==> src/rtl/alu_sequencer.sv <==
// rtl/alu_sequencer.sv - two-pass instruction sequencer in front of a combinational ALU
//
// Accepts one decoded instruction at a time and drives a combinational ALU
// (ALU_TOP) through one or two registered passes. Single-pass instructions
// return the ALU result directly. BRANCH, JAL and JALR use pass 1 for the
// control-transfer target and pass 2 for either the link value (PC+4) or the
// branch comparison.
//
// Ports
//   clk, rst_n            clock, asynchronous active-low reset
//   in_valid / in_ready   instruction handshake (in_ready high only in IDLE)
//   pc_in, rs1_in, rs2_in, imm_in, opcode, funct3, funct7   instruction fields
//   alu_pc, alu_rs1, alu_rs2, alu_imm, alu_opcode, alu_funct3, alu_funct7
//                         registered operands/fields driven to ALU_TOP
//   alu_result            combinational ALU_TOP output, sampled at pass end
//   out_valid / out_ready result bundle handshake
//   result                writeback value (ALU result or link PC+4)
//   br_target             control-transfer target, zero for other instructions
//   br_taken              control transfer taken
module alu_sequencer #(
    parameter int DATA_WIDTH   = 32,
    parameter int OPCODE_WIDTH = 7
) (
    input  logic                    clk,
    input  logic                    rst_n,
    input  logic                    in_valid,
    output logic                    in_ready,
    input  logic [DATA_WIDTH-1:0]   pc_in,
    input  logic [DATA_WIDTH-1:0]   rs1_in,
    input  logic [DATA_WIDTH-1:0]   rs2_in,
    input  logic [DATA_WIDTH-1:0]   imm_in,
    input  logic [OPCODE_WIDTH-1:0] opcode,
    input  logic [2:0]              funct3,
    input  logic [6:0]              funct7,
    output logic [DATA_WIDTH-1:0]   alu_pc,
    output logic [DATA_WIDTH-1:0]   alu_rs1,
    output logic [DATA_WIDTH-1:0]   alu_rs2,
    output logic [DATA_WIDTH-1:0]   alu_imm,
    output logic [OPCODE_WIDTH-1:0] alu_opcode,
    output logic [2:0]              alu_funct3,
    output logic [6:0]              alu_funct7,
    input  logic [DATA_WIDTH-1:0]   alu_result,
    output logic                    out_valid,
    input  logic                    out_ready,
    output logic [DATA_WIDTH-1:0]   result,
    output logic [DATA_WIDTH-1:0]   br_target,
    output logic                    br_taken
);

    localparam logic [OPCODE_WIDTH-1:0] OPC_OP     = OPCODE_WIDTH'(7'b0110011);
    localparam logic [OPCODE_WIDTH-1:0] OPC_OP_IMM = OPCODE_WIDTH'(7'b0010011);
    localparam logic [OPCODE_WIDTH-1:0] OPC_BRANCH = OPCODE_WIDTH'(7'b1100011);
    localparam logic [OPCODE_WIDTH-1:0] OPC_JAL    = OPCODE_WIDTH'(7'b1101111);
    localparam logic [OPCODE_WIDTH-1:0] OPC_JALR   = OPCODE_WIDTH'(7'b1100111);

    localparam logic [DATA_WIDTH-1:0] LINK_OFFSET = DATA_WIDTH'(32'd4);
    localparam logic [DATA_WIDTH-1:0] CLEAR_LSB   = {{(DATA_WIDTH-1){1'b1}}, 1'b0};

    typedef enum logic [1:0] {
        IDLE  = 2'd0,
        PASS1 = 2'd1,
        PASS2 = 2'd2,
        DONE  = 2'd3
    } state_t;

    state_t state;

    // Copy of the accepted instruction; the ALU drive registers are reused
    // for pass 2, so the original operands must be kept separately.
    logic [DATA_WIDTH-1:0]   cap_pc;
    logic [DATA_WIDTH-1:0]   cap_rs1;
    logic [DATA_WIDTH-1:0]   cap_rs2;
    logic [OPCODE_WIDTH-1:0] cap_opcode;
    logic [2:0]              cap_funct3;

    logic is_branch;
    logic is_jump;
    logic branch_decision;

    assign in_ready  = (state == IDLE);
    assign out_valid = (state == DONE);

    assign is_branch = (cap_opcode == OPC_BRANCH);
    assign is_jump   = (cap_opcode == OPC_JAL) || (cap_opcode == OPC_JALR);

    // Pass 2 of a branch leaves SUB (BEQ/BNE) or SLT/SLTU (the rest) on
    // alu_result; the branch outcome is read from it here.
    always_comb begin
        branch_decision = 1'b0;
        case (cap_funct3)
            3'b000:          branch_decision = (alu_result == '0);
            3'b001:          branch_decision = (alu_result != '0);
            3'b100, 3'b110:  branch_decision = alu_result[0];
            3'b101, 3'b111:  branch_decision = ~alu_result[0];
            default:         branch_decision = 1'b0;
        endcase
    end

    always_ff @(posedge clk or negedge rst_n) begin
        if (!rst_n) begin
            state      <= IDLE;
            cap_pc     <= '0;
            cap_rs1    <= '0;
            cap_rs2    <= '0;
            cap_opcode <= '0;
            cap_funct3 <= '0;
            alu_pc     <= '0;
            alu_rs1    <= '0;
            alu_rs2    <= '0;
            alu_imm    <= '0;
            alu_opcode <= '0;
            alu_funct3 <= '0;
            alu_funct7 <= '0;
            result     <= '0;
            br_target  <= '0;
            br_taken   <= 1'b0;
        end else begin
            case (state)
                IDLE: begin
                    if (in_valid) begin
                        cap_pc     <= pc_in;
                        cap_rs1    <= rs1_in;
                        cap_rs2    <= rs2_in;
                        cap_opcode <= opcode;
                        cap_funct3 <= funct3;
                        alu_pc     <= pc_in;
                        alu_rs1    <= rs1_in;
                        alu_rs2    <= rs2_in;
                        alu_imm    <= imm_in;
                        // JALR target is RS1+IMM, formed as an ADDI
                        if (opcode == OPC_JALR) begin
                            alu_opcode <= OPC_OP_IMM;
                            alu_funct3 <= 3'b000;
                            alu_funct7 <= 7'b0000000;
                        end else begin
                            alu_opcode <= opcode;
                            alu_funct3 <= funct3;
                            alu_funct7 <= funct7;
                        end
                        state <= PASS1;
                    end
                end

                PASS1: begin
                    if (is_branch || is_jump) begin
                        br_target <= (cap_opcode == OPC_JALR) ? (alu_result & CLEAR_LSB)
                                                               : alu_result;
                        if (is_branch) begin
                            alu_opcode <= OPC_OP;
                            alu_rs1    <= cap_rs1;
                            alu_rs2    <= cap_rs2;
                            case (cap_funct3[2:1])
                                2'b10: begin
                                    alu_funct3 <= 3'b010;
                                    alu_funct7 <= 7'b0000000;
                                end
                                2'b11: begin
                                    alu_funct3 <= 3'b011;
                                    alu_funct7 <= 7'b0000000;
                                end
                                default: begin
                                    alu_funct3 <= 3'b000;
                                    alu_funct7 <= 7'b0100000;
                                end
                            endcase
                        end else begin
                            // link value PC+4 as an ADDI on the captured PC
                            alu_opcode <= OPC_OP_IMM;
                            alu_funct3 <= 3'b000;
                            alu_funct7 <= 7'b0000000;
                            alu_rs1    <= cap_pc;
                            alu_imm    <= LINK_OFFSET;
                        end
                        state <= PASS2;
                    end else begin
                        result    <= alu_result;
                        br_target <= '0;
                        br_taken  <= 1'b0;
                        state     <= DONE;
                    end
                end

                PASS2: begin
                    if (is_branch) begin
                        result   <= '0;
                        br_taken <= branch_decision;
                    end else begin
                        result   <= alu_result;
                        br_taken <= 1'b1;
                    end
                    state <= DONE;
                end

                DONE: begin
                    if (out_ready) begin
                        state <= IDLE;
                    end
                end

                default: state <= IDLE;
            endcase
        end
    end

endmodule

==> config.mk <==
export PLATFORM = sky130hd
export DESIGN_NAME = alu_sequencer
export DESIGN_NICKNAME = d
export VERILOG_FILES = /design/src/rtl/alu_sequencer.sv
export SDC_FILE = /design/constraint.sdc
export NUM_CORES = 1
export LEC_CHECK = 0
export BUFFER_PORTS_ARGS = -buffer_cell sky130_fd_sc_hd__buf_2
export CORE_MARGIN = 3
export CORE_UTILIZATION = 45
export CTS_CLUSTER_DIAMETER = 40
export DETAILED_ROUTE_END_ITERATION = 12
export HOLD_SLACK_MARGIN = 0.02
export PLACE_DENSITY = 0.73
export SYNTH_ARGS = -nofsm -noshare
export SYNTH_HDL_FRONTEND = slang
export SYNTH_SLANG_ARGS = --single-unit
==> constraint.sdc <==
create_clock -name clk -period 3.49 [get_ports clk]
set_input_delay 0.349 -clock clk [delete_from_list [all_inputs] [get_ports clk]]
set_output_delay 0.349 -clock clk [all_outputs]
set_load 0.05 [all_outputs]
; Yosys cells after proc, flatten, opt, wreduce, memory -nomap -nowiden
; Cells that the tools add are included.
; Widths: inputs -> output; s select.
[word_totals]
ff_bits = 286
out_inout_bits = 212
in_bits = 181
[classes]
reduce_logical = 17
bitwise = 1
eq_ne = 20
muxes = 42
[op_table]
columns = cell, count
row1 = $mux 32, 12
row2 = $pmux 32 s2, 4
row3 = $mux 7, 7
row4 = $logic_not 32->1, 1
row5 = $reduce_bool 32->1, 1
row6 = $eq 7x7->1 const B, 4
row7 = $pmux 7 s2, 2
row8 = $eq 3x3->1 const B, 4
row9 = $mux 3, 4
row10 = $mux 6, 2
row11 = $ne 2x2->1 const B, 5
row12 = $eq 2x2->1 const B, 4
row13 = $pmux 2 s4, 1
row14 = $reduce_and 4->1, 2
row15 = $pmux 3 s2, 1
row16 = $reduce_and 2->1, 3
row17 = $reduce_or 2->1, 3
row18 = $mux 1, 4
row19 = $mux 2, 2
row20 = $pmux 1 s4, 1
row21 = $pmux 2 s2, 1
row22 = $reduce_bool 2->1, 2
row23 = $eq 3x1->1 const B, 1
row24 = $logic_not 3->1, 1
row25 = other kinds (7), 8

; Depth between registers and ports, before layout
; Gate-level depths: netlist of the first run.
[logic_depth]
word_depth = 6
mapped_depth = 9
depth_no_buf = 7

; Least setup slack after synthesis of the first run
; Ideal clock, no wire load.
[synth_path]
kind = reg-to-reg
start = register state[0]
end = register alu_rs1[22]
stages_incl_launch_ff = 10
path_slack_ns = 1.218
synth_period_minus_slack_ns = 2.272
arrival_ns = 2.144
path_buffers = 2
path_cell_list = dfrtp_1 > inv_1 > ha_1 > nor2b_1 > o21bai_1 > a21oi_2 > buf_4 > buf_4 > o22ai_1 > a21oi_2
[synth_between]
elab_chain_cells = 3
word_cells_on_any_way = 7
[synth_lines]
columns = element, line_no
row1 = "start, declared", 66  ; state_t state;
row2 = "start signal, assigned", 101  ; state <= IDLE;
row3 = "start signal, assigned", 140  ; state <= PASS1;
row4 = "start signal, assigned", 174  ; state <= PASS2;
row5 = $logic_not 2->1 *, n/a
row6 = named net in_ready, 27  ; output logic in_ready,
row7 = $ne 2x2->1 (no source line) or $reduce_bool 2->1 (tied branches), n/a
row8 = $reduce_and 3->1 (no source line), n/a
row9 = "end signal, assigned", 127  ; alu_rs1 <= rs1_in;
row10 = "end signal, assigned", 150  ; alu_rs1 <= cap_rs1;
row11 = "end signal, assigned", 171  ; alu_rs1 <= cap_pc;
row12 = "end, declared", 36  ; output logic [DATA_WIDTH-1:0] alu_rs1,
; Mark *: on every way through the listed nets, which the timed path passes. The rest lies on a longest branch.
; A chain may end at the register's enable or synchronous reset.

; Worst setup path after layout of the first run
[layout_path]
start = register state[0]
end = register alu_rs1[18]
[layout_between]
elab_chain_cells = 3
word_cells_on_any_way = 7
[layout_lines]
columns = element, line_no
row1 = $eq 2x1->1 or $logic_not 2->1 (tied branches), 118  ; case (state)
row2 = $ne 2x2->1 (no source line) or $reduce_bool 2->1 (tied branches), n/a
row3 = $reduce_and 3->1 (no source line), n/a
; Parallel ways exist; a longest one is shown, timed or not.

==> out/results.txt, run 1 <==
The final-report hold violation count is 0, and the depth of the worst register-to-register path is 8. The combinational family with the most area after synthesis is multiplexers. The later pin in the worst-skew pair is clocked with a latency of 0.51 ns. The run gives 0 as the overall overflow remaining after global route. After clock tree synthesis, the clock-pin slew on the worst setup and hold paths is 0.06 ns. The mapped cell area was 0.0117 mm2. For the worst setup path, the data arrival time is 3.00 ns. The worst setup path is launched from a flop. Each instance of the synthesized netlist takes up on average 13.8 um2.

The critical path goes through inv_1, ha_1, nor2b_1, o21bai_1, a21oi_4, buf_4, o22ai_1, a21oi_2. The top cell type's share of synthesized area came out at 61.1%. The global-route wire length before repair is 50.5 mm, and the antenna violation net count after detailed routing is 0.

Yosys mapped a number of flops with a built-in enable equal to 0. Initial antenna violation count: 5. The largest individual stage delay along the critical path comes from the cell a21oi_4. The post-synthesis adder-cell area fraction works out to 0.427%. The growth of design area from synthesis to finish is 31.5%.

Fraction of final layout cells sized beyond drive strength 1: 50.9%. The worst-case vdd ir drop is 0.862 mV. After synthesis, the cell types taking the most area are dfrtp_1, mux2_2, a22o_1. The area share of and/or/nand/nor cells after synthesis came out at 4.50%.

The logs give 852 for the synthesized instance count and 0 for the number of max-slew violations in the final report. The tools report the number of distinct library cells after synthesis as 46. The post-synthesis share of cell area spent on xor and xnor gates was 0.150%.

The hold path depth was 2. The worst setup path is of the reg -> reg kind. Dividing the detail-routed wire length by the instance count gives 19.6 um. The overall die area is 0.0280 mm2, and the final number of setup-violating endpoints is 0. The tightest min-delay check is of the in -> reg type. The final critical path takes up 73.7% of the cycle. Timing analysis after detailed placement gives a worst setup slack of 0.939 ns. Post-synthesis sequential element count: 286. Setup repair after global routing left no endpoint under its margin. Summing the areas of all compound-gate instances in the mapped netlist gives 15.2% of the synthesized area. The biggest area contributor in the post-synthesis netlist is dfrtp_1. The max-capacitance violation count is 0, and the starting utilization of the core area is 46.1%. Maximum number of pins on one net before global-route repair: 107.

For the number of optimization iterations in the first detailed-route pass, the log shows 4. In this run the tool buffered the top-level ports with 392 buffer cells. The logs give 21.9 mm for the sum of net half-perimeters after detailed placement and 0.0529 ns for the worst slack on hold paths. The final cell utilization of the core is 60.7%. The worst setup path is captured at a flop.

The share of the Yosys chip area taken by registers is 61.1%. The clock passes through at most 3 buffers. Post-CTS repair changed the size of 0 cells. In the routed layout, each cell is associated on average with a via count of 5.40. The remaining routing DRC violations came out at 0.

After the last flow step, the layout net total stands at 1436. TritonCTS built the clock tree. At the end of routability-driven placement, the weighted congestion stood at 0.842. The run finished with clean final reports. The number of nets in the synthesized netlist is 1037. Counting every sink on the clock net gives 286. Yosys printed 0 warnings. The total clock buffers created by CTS is 41, and the required time at the worst-slack endpoint is 3.92 ns.

The proportion of synthesized flip-flops having asynchronous set or reset works out to 100%. Of the post-synthesis cell area, the part taken by muxes is 15.6%. Biggest cell delay along the critical path: 0.51 ns.

For the pin with the worst max-slew slack, the measured transition is 0.893 ns. After layout, the minimum clock period comes to 2.57 ns. For the final database, setup skew stands at 0.0150 ns. Pin placement for this block handled 393 I/O pins. The tools report the iteration-0 DRC count of the detailed router as 623.

For this run, the leading register cell type out of synthesis is dfrtp_1. The final layout contains routed wiring with a total length of 31.7 mm. The initialized floorplan defines 58 standard-cell rows.

CTS built an H-tree with a depth of 2. The total core area came out at 0.0254 mm2. Measured along the x axis, the die boundary spans 167 um.

From bottom edge to top edge, the die measures 167 um. The summed negative setup slack over all endpoints is 0 ns. The logs give 0.00736 uW for the reported leakage power and 22.1% for the overall fraction of global-route tracks in use. The via count of the first global-routing pass came out at 9238. The logs give 8729 for the routed via count and 40.3% for the headroom to the max-slew limit.

Of all nets on the critical path, the largest fanout is 23. In this run the power density over the cells is 1190 mW/mm2. CTS placed an instance of clkbuf_16 at the clock tree root.

In the post-route analysis, the smallest setup slack over all paths is 0.919 ns. The run gives 389 MHz as the highest clock frequency the design can meet.
## sequential cells by signal, summed over array words and instances (netlist names)
name / flops
alu_imm: 32
alu_rs1: 32
alu_rs2: 32
br_target: 32
cap_pc: 32
cap_rs1: 32
cap_rs2: 32
result: 32
alu_funct7: 7
alu_opcode: 7
cap_opcode: 7
alu_funct3: 3
cap_funct3: 3
state: 2
br_taken: 1
## path summary, 6_finish.rpt
kind	slack, ns	start	end
max	0.92	state[0]	alu_rs1[18]
min	0.05	imm_in[29]	alu_imm[29]
max reg2reg	0.92	state[0]	alu_rs1[18]
min reg2reg	0.47	alu_funct7[6]	alu_funct7[6]
max in group asynchronous	1.99	rst_n	cap_rs2[27]
min in group asynchronous	0.49	rst_n	alu_imm[0]
## where the power goes
part           total (uW)  switching (uW)  internal (uW)
Sequential           5560             817           4740
Clock                4170            1490           2690
Combinational        8650            6080           2570
Total               18400            8380          10000
## cell usage after synthesis, types with 2 or more instances
| cell type | number |
|---|---|
| dfrtp_1 | 286 |
| buf_4 | 2 |
| buf_1 | 2 |
| buf_12 | 3 |
| buf_2 | 20 |
| nor2b_1 | 3 |
| mux2_2 | 105 |
| a21oi_2 | 59 |
| o22a_1 | 4 |
| nand3_1 | 13 |
| a22o_1 | 95 |
| buf_6 | 6 |
| nor4_1 | 8 |
| inv_1 | 5 |
| nor2_1 | 39 |
| a31oi_1 | 2 |
| and3_1 | 3 |
| nand4_1 | 3 |
| nand2b_1 | 2 |
| o21ai_0 | 5 |
| o21bai_1 | 2 |
| o22ai_1 | 32 |
| a21o_1 | 2 |
| mux2i_1 | 64 |
| nand2_1 | 28 |
| a21oi_1 | 13 |
| ha_1 | 4 |
| clkbuf_1 | 24 |
## metrics by stage
stage	total power, uW	cells	area (um2)
CTS	18600	1611	15400
detailed placement	14300	1537	14000
floorplan	12200	852	11700
global route	19300	1615	15400
finish	18400	1615	15400
global placement	14100	1537	14000
## kinds of logic (layout without fill, tap and decap cells)
kind of cell	after synthesis	after routing
AO/OA/AOI/OAI	221	221
XOR/XNOR	2	2
adder cells (fa/ha/maj)	4	4
buffers and inverters	63	492
flip-flops	286	286
multiplexers	169	169
other	0	4
AND/OR/NAND/NOR	107	107
## cell usage in the layout, fill, tap and decap left out, types with 2 or more instances in the layout
cell type  Yosys  routed
buf_2         20     391
dfrtp_1      286     286
mux2_2       105     105
a22o_1        95      95
mux2i_1       64      64
a21oi_2       59      58
clkbuf_16      0      43
nor2_1        39      38
o22ai_1       32      32
nand2_1       28      27
buf_4          2      17
nand3_1       13      13
a21oi_1       13      13
nor4_1         8       8
clkinv_2       0       6
clkbuf_1      24       6
clkbuf_8       0       6
inv_1          5       5
o21ai_0        5       5
diode_2        0       4
o22a_1         4       4
clkinv_4       0       4
bufinv_16      0       4
and3_1         3       3
nor2b_1        3       3
nand4_1        3       3
ha_1           4       3
buf_12         3       3
a21o_1         2       2
nand2b_1       2       2
a21oi_4        1       2
a31oi_1        2       2
inv_6          0       2
inv_8          0       2
## repair_timing
item | in CTS | in global routing
hold buffers | 1 | 0
setup buffers | 0 | 0
endpoints found under the hold margin | 100 | 0
setup endpoints to repair | 0 | 0
## worst max-delay path, delay by kind of cell, from the launching register on
family | cells | cell delay (ns)
adders and majority gates | 1 | 0.30
DFF | 1 | 0.41
AOI/OAI and AO/OA | 4 | 1.08
buffers and inverters | 2 | 0.48
and+or+nand+nor | 1 | 0.22
## area by class of cell
type / count / area, um2
tap: 330 / 413
antenna: 4 / 10.0
clock inverter: 18 / 225
clock buffer: 55 / 1180
sequential: 286 / 7160
timing repair buffer: 413 / 2170
fill: 2092 / 9990
inverter: 6 / 22.5
multi-input combinational: 503 / 4230
## routing by layer
layer  wire [um]  vias up  global-route usage, %
met5           7        -                      0
met4        1030        2                   8.72
met3        2440       79                   5.97
met2       15100      339                   35.9
met1       13100     4347                   28.5
li1            -     3962                      -
No activity file was read; power rests on OpenSTA's default activity.
==> run 2: changes to the inputs <==
clock period = 2.5 ns   (was 3.49 ns; I/O delays follow)
==> run 2 against run 1 <==
Maximum frequency rose by 9.4%. Non-clock buffer count rose by 183. Design area is 12% higher. Critical path depth shrank 1. Clock power grew 40%. Register-to-register slack worse by 0.77 ns. Hold slack worse by 0.016 ns. Combinational power increased by 45%. Cell count up 11%. Via count grew 11%. Critical endpoint is now alu_imm[5]. Largest power group unchanged.
==> out/results.txt, run 2 (synthesized netlist as in run 1, its figures left out) <==
The final critical-path share of the clock period works out to 94.0% (+20 points). The run gives 0 (unchanged) as the antenna violation net count after detailed routing. The logs give 0.0218 ns (+0.00675 ns) for the clock skew and 660 (+5.9%) for the iteration-0 DRC count of the detailed router. The final cell area excluding filler cells was 0.0173 mm2 (+12%); the global-route wire length before repair was 57.1 mm (+13%). The library cell used most frequently in the layout, excluding fill and tap cells, is buf_2. Later-pin clock latency in the skew report: 0.52 ns (about the same). Overall die area: 0.0280 mm2 (unchanged). Post-detailed-route via-to-cell ratio: 5.39 (-0.22%). The placed cell count was 1547 (+0.65%); the power per standard cell area was 1520 mW/mm2 (+27%). Buffer count from post-CTS setup fixing: 0 (unchanged). The post-layout total power is 26200 uW (+43%), and the height of the die is 167 um (unchanged). The critical path depth is 7 (-1), and the required time at the worst-slack endpoint is 2.94 ns (-0.98 ns). Type of element capturing the critical path: a flop.

The number of standard cells in the layout, taps in and fillers out is 1798 (+11%), and the remaining routing DRC violations is 0 (unchanged). The flow ran to the end, and the final reports show no timing, DRC or antenna violations. The tools report the H-tree depth reported by CTS as 2 (unchanged). The number of ports placed on the die boundary came out at 393 (unchanged). The class of the tightest hold or removal check is in -> reg. The summed negative setup slack over all endpoints came out at 0 ns (unchanged). The largest buffer count on any clock path is 3 (unchanged). The sequential standard cell area is 0.00716 mm2 (unchanged). The number of buffers inserted by port buffering works out to 392 (unchanged).

The clock sink total is 286 (unchanged), and the biggest cell delay along the critical path is 0.42 ns (-0.09 ns). The depth of the worst register-to-register path was 7 (-1). In the layout the commonest cells are buf_2, dfrtp_1, dlygate4sd3_1. Arrival time of the worst setup path: 2.79 ns (-0.21 ns). The starting utilization of the core area was 46.1% (unchanged); the area used by multi-input combinational logic was 0.00423 mm2 (about the same). By startpoint and endpoint, the worst setup path is classified as reg -> reg. For the global placement routability congestion, the log shows 0.826 (-1.9%).

The run gives 0.968 mV (+12%) as the worst-case vdd ir drop. The total clock buffers created by CTS was 42 (+2.4%). The tools report the routed via count as 9697 (+11%).

TritonCTS built the clock tree. The final-report hold violation count came out at 0 (unchanged). The reported leakage power is 0.00815 uW (+11%), and the number of inserted filler cells in the final layout is 1712 (-18%).

For the highest clock frequency the design can meet, the log shows 426 MHz (+9.4%). The tools report the startpoint type of the worst setup path as a flop. The tools report the maximum number of pins on one net before global-route repair as 74 (-31%). Number of optimization iterations in the first detailed-route pass: 5 (+1).

The signal on the critical path passes through inv_1, ha_1, nor2b_1, o21bai_1, a21o_1, buf_4, a22o_1. The sum of net half-perimeters after detailed placement was 22.0 mm (+0.63%); the initial antenna violation count was 3 (-2). The hold path depth came out at 2 (unchanged). The buffering stage count on the worst path with inverters included came out at 2 (unchanged). The final number of setup-violating endpoints is 0 (unchanged). Width of the chip: 167 um (unchanged). On the critical path, the stage with the largest delay is an instance of dfrtp_1. The pin slew with the least headroom to its limit is 0.921 ns (+0.0282 ns). The total core area is 0.0254 mm2 (unchanged), and the minimum clock period is 2.35 ns (-0.221 ns). The headroom to the max-slew limit was 38.4% (-1.9 points).

The wire length after detailed routing is 35.8 mm (+13%), and the total placed instance area is 0.0141 mm2 (+1.2%). The via count of the first global-routing pass was 10500 (+13%). The tools report the number of max-slew violations in the final report as 0 (unchanged).

CTS root buffer: clkbuf_16. The detailed-route wire length per cell was 19.9 um (+1.3%); the overall fraction of global-route tracks in use was 24.9% (+2.8 points). The run gives 58 (unchanged) as the number of cell rows. The clock transition at the registers of the reported paths is 0.05 ns (about the same), and the highest net fanout along the worst path is 32 (+39%). The overall overflow remaining after global route was 0 (unchanged); the growth of design area from synthesis to finish was 47.6%. The final net count was 1620 (+13%). Setup repair after global routing left no endpoint under its margin. The max-capacitance violation count is 0 (unchanged). Category of cells accounting for the largest share of critical-path delay: compound AO/OA/AOI/OAI gates.

Fraction of final layout cells sized beyond drive strength 1: 45.4% (-5.5 points).
run 2: cell count changes in the layout (fill, tap and decap cells not counted):
| cell | delta |
|---|---|
| buf_4 | +3 |
| clkinv_4 | -2 |
| clkinvlp_4 | +3 |
| buf_12 | +7 |
| a21o_1 | -1 |
| dlygate4sd3_1 | +173 |
| a21o_2 | +1 |
| diode_2 | -1 |
| inv_8 | -1 |
| inv_6 | +4 |
| clkbuf_1 | -1 |
| clkbuf_8 | -2 |
run 2: final cells by class:
class	instances	area share, %
Clock buffer	52	6.65
Timing Repair Buffer	596	23.5
Tap cell	330	2.39
Multi-Input combinational cell	503	24.4
Inverter	6	0.130
Clock inverter	22	1.47
Antenna cell	3	0.0434
Sequential cell	286	41.4
run 2: repair_timing:
item / 4_1_cts / 5_1_grt
gates resized for setup: 0 / 1
hold endpoints to repair: 273 / 0
hold buffers: 174 / 0
endpoints found under the setup margin: 0 / 1
run 2: worst paths after layout:
check / start / end / slack (ns)
min: alu_result[0] / result[0] / 0.04
max reg2reg: state[0] / alu_imm[5] / 0.15
min reg2reg: alu_funct7[2] / alu_funct7[2] / 0.47
max: state[0] / alu_imm[5] / 0.15
max in group asynchronous: rst_n / alu_rs2[31] / 1.35
min in group asynchronous: rst_n / alu_imm[8] / 0.31
run 2: report_power, final:
| part | switching [uW] | internal (uW) | total (uW) |
|---|---|---|---|
| sequential | 1220 | 6620 | 7840 |
| combinational | 8670 | 3880 | 12500 |
| clock | 2140 | 3710 | 5850 |
run 2: metal layers:
metal | vias up | wire length [um] | global-route usage (%)
li1 | 4340 | - | -
met1 | 4836 | 14100 | 30.9
met2 | 416 | 17700 | 41.9
met3 | 103 | 2590 | 6.21
met4 | 2 | 1330 | 9.93
met5 | - | 13 | 0
run 2: through the flow:
step / setup slack (ns) / utilization, % / hold slack [ns]
final: 0.150 / 68.1 / 0.0374
after global routing: 0.0143 / 68.1 / 0.0393
after global placement: 0.305 / 55.7 / 0.296
after floorplan: 0.228 / - / -0.0456
after detailed placement: 0.198 / 55.7 / 0.293
after CTS: 0.205 / 68.1 / 0.0203
==> run 3: changes to the inputs <==
CORE_ASPECT_RATIO = 1.2   (was not set)
==> run 3 against run 2 <==
Sequential share of layout area is essentially flat. Count of clock-buffer cells in the layout fell by 7. Clock power is essentially flat. Register-to-register slack improved by 0.06 ns. Via count hardly changed. Sequential power about the same. Setup slack better by 0.062 ns. Largest power group unchanged. Critical path type unchanged.
==> out/results.txt, run 3 (synthesized netlist as in run 1, its figures left out) <==
Wire length after detailed routing: 35.9 mm (+0.32%). The flow ran to the end, and the final reports show no timing, DRC or antenna violations. The class of the tightest hold or removal check is in -> reg.

The logs give 286 (unchanged) for the clock sink total and 0.0173 mm2 (about the same) for the final cell area excluding filler cells. STA classifies the critical path startpoint as a flop. The via count of the first global-routing pass was 10500 (+0.63%); the minimum clock period was 2.29 ns (-0.0618 ns).

The height of the die works out to 183 um (+9.2%). Overall fraction of global-route tracks in use: 24.6% (-0.32 points). The tools report the final number of setup-violating endpoints as 0 (unchanged).

The run gives 45.9% (-0.26 points) as the starting utilization of the core area. The start point of the critical path is state[0]. The library cells used most frequently in the layout, excluding fill and tap cells, are buf_2, dfrtp_1, dlygate4sd3_1. The max-capacitance violation count came out at 0 (unchanged).

For the clock skew, the log shows 0.0123 ns (-0.00943 ns). Type of element capturing the critical path: a flop. The arrival time of the worst setup path was 2.74 ns (-0.05 ns).

The number of optimization iterations in the first detailed-route pass is 5 (unchanged), and the iteration-0 DRC count of the detailed router is 455 (-31%). The run gives 0 (unchanged) as the antenna violation net count after detailed routing. The tools report the final-report hold violation count as 0 (unchanged). The final critical-path share of the clock period came out at 91.5% (-2.5 points). The run gives 0.00423 mm2 (about the same) as the area used by multi-input combinational logic.

Setup repair after global routing left no endpoint under its margin. In this run the most critical hold path is launched from opcode[1]. The biggest cell delay along the critical path works out to 0.44 ns (+0.02 ns). Number of buffers inserted by port buffering: 392 (unchanged).

The worst slack on hold paths is 0.0308 ns (-0.00653 ns), and the clock transition at the registers of the reported paths is 0.05 ns (about the same). The launching point of the worst reg2reg path was state[0]. For the highest clock frequency the design can meet, the log shows 437 MHz (+2.7%). The later-pin clock latency in the skew report was 0.52 ns (about the same).

The total clock buffers created by CTS is 39 (-7.1%). The buffer count from post-CTS setup fixing was 0 (unchanged). For the overall die area, the log shows 0.0280 mm2 (about the same). Leaving out fill and tap cells, the most frequent cell in the layout is buf_2. CTS root buffer: clkbuf_16. The number of inserted filler cells in the final layout is 1752 (+2.3%), and the pin slew with the least headroom to its limit is 0.684 ns (-0.237 ns). Number of cell rows: 64 (+10%).

The largest buffer count on any clock path was 3 (unchanged); the number of max-slew violations in the final report was 0 (unchanged). The maximum number of pins on one net before global-route repair is 86 (+16%). The reported leakage power is 0.00813 uW (-0.17%), and the H-tree depth reported by CTS is 2 (unchanged). The number of instances resized during post-cts repair came out at 0 (unchanged). The total placed instance area is 0.0141 mm2 (about the same). The global placement routability congestion came out at 0.885 (+7.1%). The routed via count came out at 9695 (-0.021%). Cell with the largest stage delay on the worst path: a21oi_4. The detailed-route wire length per cell was 20.0 um (+0.60%); the final cell utilization of the core was 67.7% (-0.44 points).

The sequential standard cell area came out at 0.00716 mm2 (unchanged). Overall overflow remaining after global route: 0 (unchanged). The highest net fanout along the worst path was 34 (+6.3%).

TritonCTS built the clock tree. The sum of net half-perimeters after detailed placement is 22.0 mm (-0.12%), and the power per standard cell area is 1520 mW/mm2 (about the same). Remaining routing DRC violations: 0 (unchanged). For the number of ports placed on the die boundary, the log shows 393 (unchanged).

The run gives 0 ns (unchanged) as the summed negative setup slack over all endpoints. The growth of design area from synthesis to finish works out to 47.5% (about the same). The signal on the critical path passes through inv_1, ha_1, nor2b_1, o21bai_1, a21oi_4, buf_12, o22ai_1, a21oi_2. The run gives 0.970 mV (+0.20%) as the worst-case vdd ir drop.

The run gives 54.4% (+16 points) as the headroom to the max-slew limit. The setup path with the least slack is of type reg -> reg. The tools report the number of buffers inserted by hold repair at cts as 174 (unchanged).

The global-route wire length before repair is 56.3 mm (-1.5%). The post-detailed-route via-to-cell ratio was 5.41 (+0.26%). The logs give 1616 (-0.25%) for the final net count and 2.95 ns (about the same) for the required time at the worst-slack endpoint. The width of the chip is 153 um (-8.4%), and the total core area is 0.0255 mm2 (+0.57%). The initial antenna violation count was 3 (unchanged); the fraction of final layout cells sized beyond drive strength 1 was 45.3% (-0.12 points).
## run 3: final cells by class
type	instances	share of cell area, %
Antenna cell	3	0.0434
Clock buffer	45	5.95
Clock inverter	25	2.14
Inverter	6	0.130
Multi-Input combinational cell	503	24.5
Sequential cell	286	41.4
Tap cell	330	2.39
Timing Repair Buffer	595	23.5
## run 3: worst paths after layout
path                                  to  slack [ns]  cells after the start
max                          alu_rs1[18]        0.21                      8
min                        alu_opcode[1]        0.03                      2
max reg2reg                  alu_rs1[18]        0.21                      8
min reg2reg                alu_opcode[2]        0.47                      2
max in group asynchronous     cap_rs1[2]        1.38                      3
min in group asynchronous      result[3]        0.35                      2
## run 3: per-stage QoR
step,total power (uW),instances,setup slack [ns]
6_report,26200,1793,0.212
5_1_grt,27500,1793,0.0314
4_1_cts,26200,1790,0.208
3_5_place_dp,20100,1546,0.266
3_3_place_gp,19800,1546,0.336
2_1_floorplan,17000,852,0.228
## run 3: metal layers
layer	global-route usage (%)	share of wire (%)	vias to the layer above
met5	0	0.036	-
met3	5.33	6.4	105
li1	-	-	4317
met2	42.3	51	421
met4	10.8	4.4	2
met1	29.9	38	4850
## run 3: critical path: cells and delay by family (launching register included)
kind            cells  cell delay, ns
simple gates        1            0.18
buf+inv             2            0.38
compound gates      4            1.02
fa+ha+maj           1            0.21
flops               1            0.41
## run 3: power breakdown
group	total (uW)	internal (uW)	switching (uW)
registers	7840	6620	1220
logic	12500	3880	8640
clock network	5880	3730	2150
